==> config.mk <==
export PLATFORM = sky130hd
export DESIGN_NAME = one_time_pad_flat
export DESIGN_NICKNAME = d
export VERILOG_FILES = /design/src/rtl/otp_pkg.sv /design/src/rtl/one_time_pad_if.sv /design/src/rtl/otp_shifter.sv /design/src/rtl/one_time_pad.sv /design/src/flat_wrapper.sv
export SDC_FILE = /design/constraint.sdc
export NUM_CORES = 1
export LEC_CHECK = 0
export CORE_MARGIN = 2
export CORE_UTILIZATION = 47
export DETAILED_ROUTE_END_ITERATION = 12
export GPL_TIMING_DRIVEN = 0
export PLACE_DENSITY = 0.87
export REMOVE_ABC_BUFFERS = 1
export SYNTH_ARGS = -nofsm -noshare
export SYNTH_HDL_FRONTEND = slang
export SYNTH_HIERARCHICAL = 1
export SYNTH_SLANG_ARGS = --single-unit
==> constraint.sdc <==
create_clock -name clk -period 2.2 [get_ports clk]
set_clock_uncertainty 0.15 [all_clocks]
set_input_delay 0.22 -clock clk [delete_from_list [all_inputs] [get_ports clk]]
set_output_delay 0.22 -clock clk [all_outputs]
set_load 0.02 [all_outputs]
==> src/rtl/otp_pkg.sv <==
// Shared constants, state type and the byte-wide Galois LFSR helper for the one-time-pad cipher.
package otp_pkg;

  localparam int unsigned LFSR_W = 8;
  localparam logic [LFSR_W-1:0] DEFAULT_TAPS  = 8'hB8;
  localparam logic [LFSR_W-1:0] SEED_FALLBACK = 8'h01;

  typedef enum logic [0:0] {UNSEEDED, RUN} otp_state_t;

  // Eight Galois steps: one full keystream byte per call.
  function automatic logic [LFSR_W-1:0] lfsr_step8(input logic [LFSR_W-1:0] s,
                                                   input logic [LFSR_W-1:0] taps);
    logic [LFSR_W-1:0] v;
    v = s;
    for (int i = 0; i < 8; i++) begin
      v = v[0] ? ((v >> 1) ^ taps) : (v >> 1);
    end
    return v;
  endfunction

endpackage

==> src/rtl/one_time_pad_if.sv <==
// Message/cipher bus of the one-time-pad block; plain exists only when OTP_DECRYPT_EN is defined.
interface one_time_pad_if #(
  parameter int unsigned TEXT_W = 128
);
  logic              en;
  logic [7:0]        seed;
  logic [TEXT_W-1:0] msg;
  logic [TEXT_W-1:0] cipher;
  logic [TEXT_W-1:0] key_o;
  logic              key_ready;
`ifdef OTP_DECRYPT_EN
  logic [TEXT_W-1:0] plain;
`endif

  modport master (
    output en, seed, msg,
    input  cipher, key_o, key_ready
`ifdef OTP_DECRYPT_EN
    , input plain
`endif
  );

  modport slave (
    input  en, seed, msg,
    output cipher, key_o, key_ready
`ifdef OTP_DECRYPT_EN
    , output plain
`endif
  );

endinterface

==> src/rtl/otp_shifter.sv <==
// Keystream generator: seeds the LFSR after reset, then shifts one LFSR byte per enabled cycle
// into the key register and flags key_ready once every byte has been filled.
module otp_shifter
  import otp_pkg::*;
#(
  parameter int unsigned       TEXT_W    = 128,
  parameter logic [LFSR_W-1:0] LFSR_TAPS = DEFAULT_TAPS
) (
  input  logic              clk,
  input  logic              reset,
  input  logic              en,
  input  logic [7:0]        seed,
  output logic [TEXT_W-1:0] key,
  output logic              key_ready
);

  localparam int unsigned NBytes = TEXT_W / LFSR_W;
  localparam int unsigned CntW   = $clog2(NBytes + 1);
  localparam logic [CntW-1:0] FullCnt = CntW'(NBytes);

  otp_state_t        state_q, state_d;
  logic [LFSR_W-1:0] lfsr_q, lfsr_d;
  logic [TEXT_W-1:0] key_q, key_d;
  logic [CntW-1:0]   cnt_q, cnt_d;
  logic [TEXT_W-1:0] key_shift;

  if (TEXT_W == LFSR_W) begin : g_one_byte
    assign key_shift = lfsr_q;
  end else begin : g_multi_byte
    assign key_shift = {key_q[TEXT_W-LFSR_W-1:0], lfsr_q};
  end

  always_comb begin
    state_d = state_q;
    lfsr_d  = lfsr_q;
    key_d   = key_q;
    cnt_d   = cnt_q;
    unique case (state_q)
      UNSEEDED: begin
        // A zero seed would lock the LFSR at zero forever.
        lfsr_d  = (seed == '0) ? SEED_FALLBACK : seed;
        state_d = RUN;
      end
      RUN: begin
        if (en) begin
          key_d  = key_shift;
          lfsr_d = lfsr_step8(lfsr_q, LFSR_TAPS);
          if (cnt_q != FullCnt) begin
            cnt_d = cnt_q + CntW'(1);
          end
        end
      end
    endcase
  end

  always_ff @(posedge clk or negedge reset) begin
    if (!reset) begin
      state_q <= UNSEEDED;
      lfsr_q  <= '0;
      key_q   <= '0;
      cnt_q   <= '0;
    end else begin
      state_q <= state_d;
      lfsr_q  <= lfsr_d;
      key_q   <= key_d;
      cnt_q   <= cnt_d;
    end
  end

  assign key       = key_q;
  assign key_ready = (cnt_q == FullCnt);

endmodule

==> src/rtl/one_time_pad.sv <==
// One-time-pad stream cipher top: registers msg ^ key alongside the key that produced it.
// Define OTP_DECRYPT_EN to add the registered loopback output plain = cipher ^ key_o.
module one_time_pad
  import otp_pkg::*;
#(
  parameter int unsigned       TEXT_W    = 128,
  parameter logic [LFSR_W-1:0] LFSR_TAPS = DEFAULT_TAPS
) (
  input  logic           clk,
  input  logic           reset,
  one_time_pad_if.slave  bus
);

  logic [TEXT_W-1:0] key;
  logic              key_ready;
  logic [TEXT_W-1:0] cipher_q, cipher_d;
  logic [TEXT_W-1:0] key_o_q, key_o_d;

  otp_shifter #(
    .TEXT_W    (TEXT_W),
    .LFSR_TAPS (LFSR_TAPS)
  ) u_shifter (
    .clk       (clk),
    .reset     (reset),
    .en        (bus.en),
    .seed      (bus.seed),
    .key       (key),
    .key_ready (key_ready)
  );

  // Cipher and key_o run every cycle regardless of en so they stay pairwise aligned.
  always_comb begin
    cipher_d = bus.msg ^ key;
    key_o_d  = key;
  end

  always_ff @(posedge clk or negedge reset) begin
    if (!reset) begin
      cipher_q <= '0;
      key_o_q  <= '0;
    end else begin
      cipher_q <= cipher_d;
      key_o_q  <= key_o_d;
    end
  end

  assign bus.cipher    = cipher_q;
  assign bus.key_o     = key_o_q;
  assign bus.key_ready = key_ready;

`ifdef OTP_DECRYPT_EN
  logic [TEXT_W-1:0] plain_q, plain_d;

  always_comb begin
    plain_d = cipher_q ^ key_o_q;
  end

  always_ff @(posedge clk or negedge reset) begin
    if (!reset) begin
      plain_q <= '0;
    end else begin
      plain_q <= plain_d;
    end
  end

  assign bus.plain = plain_q;
`endif

endmodule

==> src/flat_wrapper.sv <==
// flat-port wrapper written by rule: the top's interface ports become plain ports
module one_time_pad_flat import otp_pkg::*;
#(
  parameter int unsigned       TEXT_W    = 128,
  parameter logic [LFSR_W-1:0] LFSR_TAPS = DEFAULT_TAPS
)
  (clk, reset, bus_en, bus_seed, bus_msg, bus_cipher, bus_key_o, bus_key_ready);
  one_time_pad_if #(.TEXT_W(TEXT_W)) bus_i ();
  input  logic clk;
  input  logic reset;
  input wire logic [$bits(bus_i.en)-1:0] bus_en;
  input wire logic [$bits(bus_i.seed)-1:0] bus_seed;
  input wire logic [$bits(bus_i.msg)-1:0] bus_msg;
  output wire logic [$bits(bus_i.cipher)-1:0] bus_cipher;
  output wire logic [$bits(bus_i.key_o)-1:0] bus_key_o;
  output wire logic [$bits(bus_i.key_ready)-1:0] bus_key_ready;
  assign bus_i.en = bus_en;
  assign bus_i.seed = bus_seed;
  assign bus_i.msg = bus_msg;
  assign bus_cipher = bus_i.cipher;
  assign bus_key_o = bus_i.key_o;
  assign bus_key_ready = bus_i.key_ready;
  one_time_pad #(.TEXT_W(TEXT_W), .LFSR_TAPS(LFSR_TAPS)) u_core (.clk(clk), .reset(reset), .bus(bus_i));
endmodule
Word-level counts from Yosys, hierarchy flattened
Index checks and enable logic that the tools add are counted.

storage, ports and cells
  register bits after elaboration = 398
  input port bits = 139
  output and inout bits = 257

operators by class
  add/subtract/negate cells = 1
  equal/unequal tests = 3
  multiplexer cells = 11
  bitwise operators = 10
  reduce and logical (&&, ||, !) cells = 3

operator list
  cell                   number
  $xor A128 B128 Y128    1
  $mux W8                10
  $not A3 Y4             8
  $pmux W8 S2            1
  $logic_not A8 Y1       1
  $add A5 B1 Y5 const B  1
  $eq A5 B5 Y1 const B   1
  $ne A5 B5 Y1 const B   1
  $reduce_and A3 Y1      1
  $ne A2 B2 Y1 const B   1
  $reduce_and A2 Y1      1
  $not A1 Y1             1

Logic depth before layout (Yosys ltp)
Gate-level depths: netlist of run 1.

  depth in word-level cells = 18
  depth in mapped cells = 7

By module
Netlist of run 1, hierarchy kept.

modules (own cells, without submodules)
  module        instances  cells an instance  area each (µm²)
  one_time_pad  1          384                7527.2
  otp_shifter   1          354                5589.1

Worst setup path after synthesis of run 1
Ideal clock, no wire load.

  kind = register to register
  from = reg u_core.u_shifter.cnt_q[0]
  to = reg u_core.u_shifter.cnt_q[2]
  setup time = 80 ps
  data arrival time = 1762 ps
  data required time = 1970 ps
  path slack = 208 ps
  cell stages (with the launch flop) = 7
  cells stage by stage = dfrtp_1 > inv_1 > ha_1 > nor4bb_1 > nor2_1 > nand2_1 > xnor2_1

on the way
  longest elaborated chain between the ends = 2
  elaborated cells on any way between the ends = 3

ends and longest elaborated chain
  element                                                line               source
  start, declared                                        otp_shifter.sv:24  logic [CntW-1:0] cnt_q, cnt_d;
  start signal, assigned                                 otp_shifter.sv:66  cnt_q <= cnt_d;
  branches (longest 2 deep; another with $add A5 B1 Y5)  --

Parallel ways; which one is timed is not known.
A chain may end at the register's enable or synchronous reset.

Final worst setup path of run 1
  from = reg u_core.u_shifter.state_q
  to = reg u_core.u_shifter.key_q[106], in the netlist u_core/u_shifter/key[106]

on the way
  longest elaborated chain between the ends = 1

ends and longest elaborated chain
  element                             line               source
  start, declared                     otp_shifter.sv:21  otp_state_t state_q, state_d;
  start signal, assigned              otp_shifter.sv:63  state_q <= state_d;
  $reduce_and A2 Y1 (no source line)  --
  end signal, assigned                otp_shifter.sv:65  key_q <= key_d;
  end, declared                       otp_shifter.sv:23  logic [TEXT_W-1:0] key_q, key_d;

No other way between the ends.

==> impl_metrics.env, run 1 <==
export IMPL_fin_crit_sh=0.967
export IMPL_synth_distinct_cells=28
export IMPL_grtUsageTotal=0.213
export IMPL_p_int_mw=20.9
export IMPL_rsz0062_at_grt="false"
export IMPL_rrSetupSlack_ns=0.07
export IMPL_place_gp_congestion=0.800
export IMPL_start_util=0.475
export IMPL_setup_viol=0
export IMPL_netlist_instances=738
export IMPL_ys_seq_area_frac=0.759
export IMPL_grt_start_max_net_pins=129
export IMPL_cts_max_path_buffers=3
export IMPL_drv_cap=0
export IMPL_switching_share=0.334
export IMPL_r2r_start="u_core/u_shifter/state_q"
export IMPL_netlist_area_um2=13100
export IMPL_switching_power_mw=10.5
export IMPL_drt_wl_total_um=31300
export IMPL_clk_pin_slew_ns=0.06
export IMPL_rows=61
export IMPL_power_density_nw_per_um2=1650
export IMPL_irDropWorstVdd_mv=0.870
export IMPL_die_w_um=171
export IMPL_period_needed_ns=2.13
export IMPL_synth_top_area_frac=0.759
export IMPL_ys_ff_latch=398
export IMPL_ys_top_cells_by_area="dfrtp_1, mux2_2, xor2_1, xnor2_1, buf_2"
export IMPL_cp_arrival_ns=2.36
export IMPL_grt_pass1_vias=8039
export IMPL_antenna_found_initial=0
export IMPL_cts_tree="done"
export IMPL_cts_max_level=2
export IMPL_drc=0
export IMPL_fmax_ghz=0.470
export IMPL_clock_sinks=398
export IMPL_drive_gt1_frac=0.173
export IMPL_ant_nets=0
export IMPL_seq_power_share=0.422
export IMPL_start_kind="flop"
export IMPL_worst_pin_slew_ns=0.752
export IMPL_syn_to_final_growth_pct=44.5
export IMPL_vias=7435
export IMPL_insertion_delay_ns=0.51
export IMPL_clockPowerShare=0.221
export IMPL_synth_avg_cell_area_um2=17.8
export IMPL_nNetsFinal=1303
export IMPL_hpwl_um=20200
export IMPL_post_cts_setup_buffers=0
export IMPL_maxSlewViolCount=0
export IMPL_slew_headroom=0.498
export IMPL_ys_warnings_count=6
export IMPL_power_frac_comb=0.357
export IMPL_outcome="completed"
export IMPL_io_buffers=395
export IMPL_wl_per_cell_um=19.9
export IMPL_reg2reg_to="u_core/u_shifter/key[106]"
export IMPL_required_ns=2.44
export IMPL_critPathMaxFanout=61
export IMPL_end_kind="flop"
export IMPL_io_pins=396
export IMPL_holdWs_ns=0.0367
export IMPL_crit_type="reg -> reg"
export IMPL_hold_viol=0
export IMPL_cts_buffers=40
export IMPL_fillers=1793
export IMPL_via_per_inst=4.73
export IMPL_hp_class="in -> async"
export IMPL_first_pass_iters=4
export IMPL_p_leak_nw=8.44
export IMPL_final_util=0.686
export IMPL_dp_slack_ns=-0.696
export IMPL_fp_dieH_um=171
export IMPL_cts_root_buf="clkbuf_16"
export IMPL_drt_iter0_drc=287
export IMPL_grt_remaining_overflow=0
export IMPL_grt_pass1_wl_um=47000
export IMPL_fin_ws_ns=0.0727
export IMPL_die_area_um2=29300
export IMPL_yosys_area_top_type="dfrtp_1"
export IMPL_core_area_um2=27600
export IMPL_r2r_cells=3
## registers in the layout (all words and copies together), names as in the netlist
| signal | count |
|---|---|
| u_core/u_shifter/lfsr_q | 8 |
| u_core/u_shifter/cnt_q | 5 |
| u_core/u_shifter/key | 128 |
| u_core/u_shifter/state_q | 1 |
| u_core/bus.cipher | 128 |
| u_core/bus.key_o | 128 |
## power groups by stage
stage | Clock (mW) | Combinational, mW | Sequential, mW
6_report | 6.94 | 11.2 | 13.2
5_1_grt | 7.42 | 11.8 | 13.6
4_1_cts | 7.09 | 11.3 | 13.3
3_5_place_dp | 0 | 11.2 | 13.3
3_3_place_gp | 0 | 10.9 | 13.1
2_1_floorplan | 0 | 2.42 | 15.6
## cells in the final DEF, fill, tap and decap left out, types with 2 or more instances in the layout
| cell type | synthesis | final |
|---|---|---|
| mux2_2 | 130 | 130 |
| inv_1 | 3 | 3 |
| nand4_1 | 2 | 2 |
| clkbuf_1 | 3 | 10 |
| dfrtp_1 | 398 | 397 |
| clkbuf_8 | 0 | 13 |
| ha_1 | 2 | 2 |
| nand2_1 | 7 | 6 |
| clkdlybuf4s50_1 | 0 | 392 |
| nor2_1 | 8 | 8 |
| and2_2 | 0 | 2 |
| xor3_1 | 2 | 2 |
| a21oi_1 | 7 | 7 |
| xor2_1 | 132 | 132 |
| xnor2_1 | 13 | 13 |
| clkbuf_16 | 0 | 41 |
| clkinvlp_4 | 0 | 2 |
| mux2i_1 | 2 | 2 |
| clkinv_2 | 0 | 3 |
| bufinv_16 | 0 | 3 |
| buf_16 | 0 | 4 |
## timing repair
action,CTS,global route
endpoints found under the setup margin,82,22
hold buffers,1,0
pin swaps,1,0
endpoints found under the hold margin,270,0
cloned,2,0
resized for setup,4,5
## worst max-delay path by stage
stage / from / end / slack (ns) / depth (start not counted)
floorplan: u_core/u_shifter/state_q / u_core/u_shifter/cnt_q[3] / -1.79 / 3
global placement: reset / u_core/bus.cipher[16] / -15.59 / 1
detailed placement: bus_en / u_core/u_shifter/cnt_q[2] / -0.70 / 5
CTS: u_core/u_shifter/cnt_q[0] / bus_key_ready / 0.004 / 4
global route: u_core/u_shifter/state_q / u_core/u_shifter/key[114] / 0.006 / 3
finish: u_core/u_shifter/state_q / u_core/u_shifter/key[106] / 0.07 / 3
## kinds of logic after synthesis
| kind of cell | share of synthesized area |
|---|---|
| AOI/OAI and AO/OA | 0.00410 |
| xor gates and xnor gates | 0.104 |
| adders and majority gates | 0.00191 |
| buffers and inverters | 0.00887 |
| DFF | 0.759 |
| muxes | 0.113 |
| other | 0.000286 |
| and+or+nand+nor | 0.00859 |
## Yosys cell counts, drive strengths merged
| library cell | number |
|---|---|
| dfrtp | 398 |
| xor2 | 132 |
| mux2 | 130 |
| buf | 17 |
| xnor2 | 14 |
| nor2 | 8 |
| a21oi | 7 |
| nand2 | 7 |
| clkbuf | 3 |
| inv | 3 |
| xor3 | 3 |
| ha | 2 |
| mux2i | 2 |
| nand4 | 2 |
| a211oi | 1 |
| and2 | 1 |
| and4b | 1 |
| conb | 1 |
| nor3 | 1 |
| nor4 | 1 |
| nor4bb | 1 |
| o21ai | 1 |
| o22ai | 1 |
| or3 | 1 |
## routing by layer
layer,up-vias,share of wire,track usage,wire [um]
met2,279,0.53,0.381,16700
li1,3277,-,-,-
met1,3812,0.37,0.250,11500
met3,67,0.070,0.0518,2200
met4,0,0.029,0.0763,911
met5,-,0,0,0
## layout make-up
class	instances	area, um2	area share
multi-input combinational	319	3070	0.162
sequential	398	9960	0.525
clock buffer	64	1240	0.0655
timing repair buffer	400	4080	0.215
clock inverter	8	120	0.00634
tap	378	473	0.0249
antenna	1	2.50	0.000132
inverter	3	11.3	0.000594
## per-stage QoR
step	total power, mW	setup TNS, ns	instances	instance area (um2)
floorplan	18.0	-197.71	718	13000
global placement	24.1	-6601.98	1491	17400
detailed placement	24.4	-54.32	1495	17600
CTS	31.7	0	1570	19000
global route	32.8	0	1570	19000
finish	31.3	0	1571	19000
## worst max-delay path, cell delays in order, from the launching register on
cell and delay (ns):
dfrtp_2 0.64, and2_4 0.42, buf_16 0.31, mux2_2 0.39
No activity file was read; power rests on OpenSTA's default activity.
==> inputs of run 2 (changes only) <==
Settings changed: SKIP_LAST_GASP from default to 1.
==> impl_metrics.env, run 2 (synthesis results as in run 1) <==
export IMPL_outcome="completed"
export IMPL_cts_max_path_buffers=3
export IMPL_die_w_um=171
export IMPL_placed_cells=1495
export IMPL_irDropWorstVdd_mv=0.869
export IMPL_drt_iter0_drc=291
export IMPL_place_gp_congestion=0.800
export IMPL_rsz0062_at_grt="true"
export IMPL_dp_slack_ns=-0.696
export IMPL_wl_per_cell_um=19.9
export IMPL_slew_headroom=0.508
export IMPL_die_area_um2=29300
export IMPL_grt_remaining_overflow=0
export IMPL_dpl_instance_area_um2=17600
export IMPL_cts_tree="done"
export IMPL_io_pins=396
export IMPL_hold_viol=0
export IMPL_grt_pass1_vias=8031
export IMPL_period_needed_ns=2.16
export IMPL_grtUsageTotal=0.213
export IMPL_reg2reg_to="u_core/u_shifter/key[114]"
export IMPL_setup_tns_ns=0
export IMPL_clk_pin_slew_ns=0.06
export IMPL_r2r_cells=3
export IMPL_rows=61
export IMPL_layout_common_cells="dfrtp_1, clkdlybuf4s50_1, xor2_1"
export IMPL_switching_share=0.334
export IMPL_switching_power_mw=10.5
export IMPL_first_pass_iters=4
export IMPL_required_ns=1.83
export IMPL_finalInstanceArea_um2=19000
export IMPL_ant_nets=0
export IMPL_drt_wl_total_um=31300
export IMPL_vias=7433
export IMPL_final_common_cell="dfrtp_1"
export IMPL_hp_class="in -> async"
export IMPL_power_frac_comb=0.357
export IMPL_grt_start_max_net_pins=129
export IMPL_final_cells=1571
export IMPL_fin_ws_ns=0.0386
export IMPL_fp_dieH_um=171
export IMPL_rrSetupSlack_ns=0.07
export IMPL_crit_type="reg -> out"
export IMPL_clock_sinks=398
export IMPL_setup_viol=0
export IMPL_cts_max_level=2
export IMPL_power_density_nw_per_um2=1650
export IMPL_p_int_mw=20.9
export IMPL_core_area_um2=27600
export IMPL_p_leak_nw=8.44
export IMPL_nNetsFinal=1303
export IMPL_fmax_ghz=0.463
export IMPL_drv_cap=0
export IMPL_clockPowerShare=0.221
export IMPL_hpwl_um=20200
export IMPL_io_buffers=395
export IMPL_p_total_mw=31.3
export IMPL_worst_pin_slew_ns=0.737
export IMPL_drive_gt1_frac=0.172
export IMPL_holdWs_ns=0.0370
export IMPL_start_kind="flop"
export IMPL_critPathMaxFanout=3
export IMPL_final_util=0.686
export IMPL_grt_pass1_wl_um=46900
export IMPL_fin_crit_sh=0.982
export IMPL_via_per_inst=4.73
export IMPL_seq_power_share=0.422
export IMPL_drc=0
export IMPL_end_kind="output pin"
export IMPL_cts_buffers=40
export IMPL_syn_to_final_growth_pct=44.6
export IMPL_cts_root_buf="clkbuf_16"
export IMPL_post_cts_setup_buffers=0
export IMPL_fillers=1792
export IMPL_antenna_found_initial=0
export IMPL_r2r_start="u_core/u_shifter/state_q"
export IMPL_maxSlewViolCount=0
export IMPL_cp_arrival_ns=1.79
export IMPL_start_util=0.475
export IMPL_insertion_delay_ns=0.51
run 2: how the worst max path moves through the flow:
stage          depth (start not counted)                         to  slack [ns]                       from
2_1_floorplan                          3  u_core/u_shifter/cnt_q[3]       -1.79   u_core/u_shifter/state_q
3_3_place_gp                           1      u_core/bus.cipher[16]      -15.59                      reset
3_5_place_dp                           5  u_core/u_shifter/cnt_q[2]       -0.70                     bus_en
4_1_cts                                4              bus_key_ready       -0.07  u_core/u_shifter/cnt_q[0]
5_1_grt                                4              bus_key_ready       -0.09  u_core/u_shifter/cnt_q[0]
6_report                               4              bus_key_ready        0.04  u_core/u_shifter/cnt_q[0]
run 2: cell type report:
type / instances / area [um2] / share of cell area
clock inverters: 8 / 120 / 0.00633
multi-input cells: 319 / 3070 / 0.162
well taps: 378 / 473 / 0.0249
flip-flops and latches: 398 / 9960 / 0.525
diodes: 1 / 2.50 / 0.000132
repair buffers: 400 / 4080 / 0.215
clock buffers: 64 / 1240 / 0.0655
inverters: 3 / 11.3 / 0.000594
run 2: critical path, cell delays in order (launching register included):
cell	delay (ns)
dfrtp_1	0.40
inv_1	0.10
ha_1	0.15
nor4bb_2	0.28
clkdlybuf4s15_1	0.36
run 2: timing repair:
| action | 4_1_cts | 5_1_grt |
|---|---|---|
| setup endpoints to repair | 82 | 22 |
| gates cloned | 2 | 0 |
| gates resized for setup | 3 | 4 |
| endpoints found under the hold margin | 270 | 0 |
| hold buffers | 1 | 0 |
| pin swaps | 1 | 0 |
run 2: per-layer routing:
metal	global-route usage	routed length, um	vias up	share of wire
met5	0	0	-	0
met4	0.0763	917	0	0.029
met3	0.0518	2210	69	0.071
met2	0.381	16700	280	0.53
met1	0.249	11500	3810	0.37
li1	-	-	3274	-
run 2: power groups by stage:
stage / clock network (mW) / registers, mW / logic (mW)
2_1_floorplan: 0 / 15.6 / 2.42
3_3_place_gp: 0 / 13.1 / 10.9
3_5_place_dp: 0 / 13.3 / 11.2
4_1_cts: 7.09 / 13.3 / 11.3
5_1_grt: 7.42 / 13.6 / 11.8
6_report: 6.94 / 13.2 / 11.2
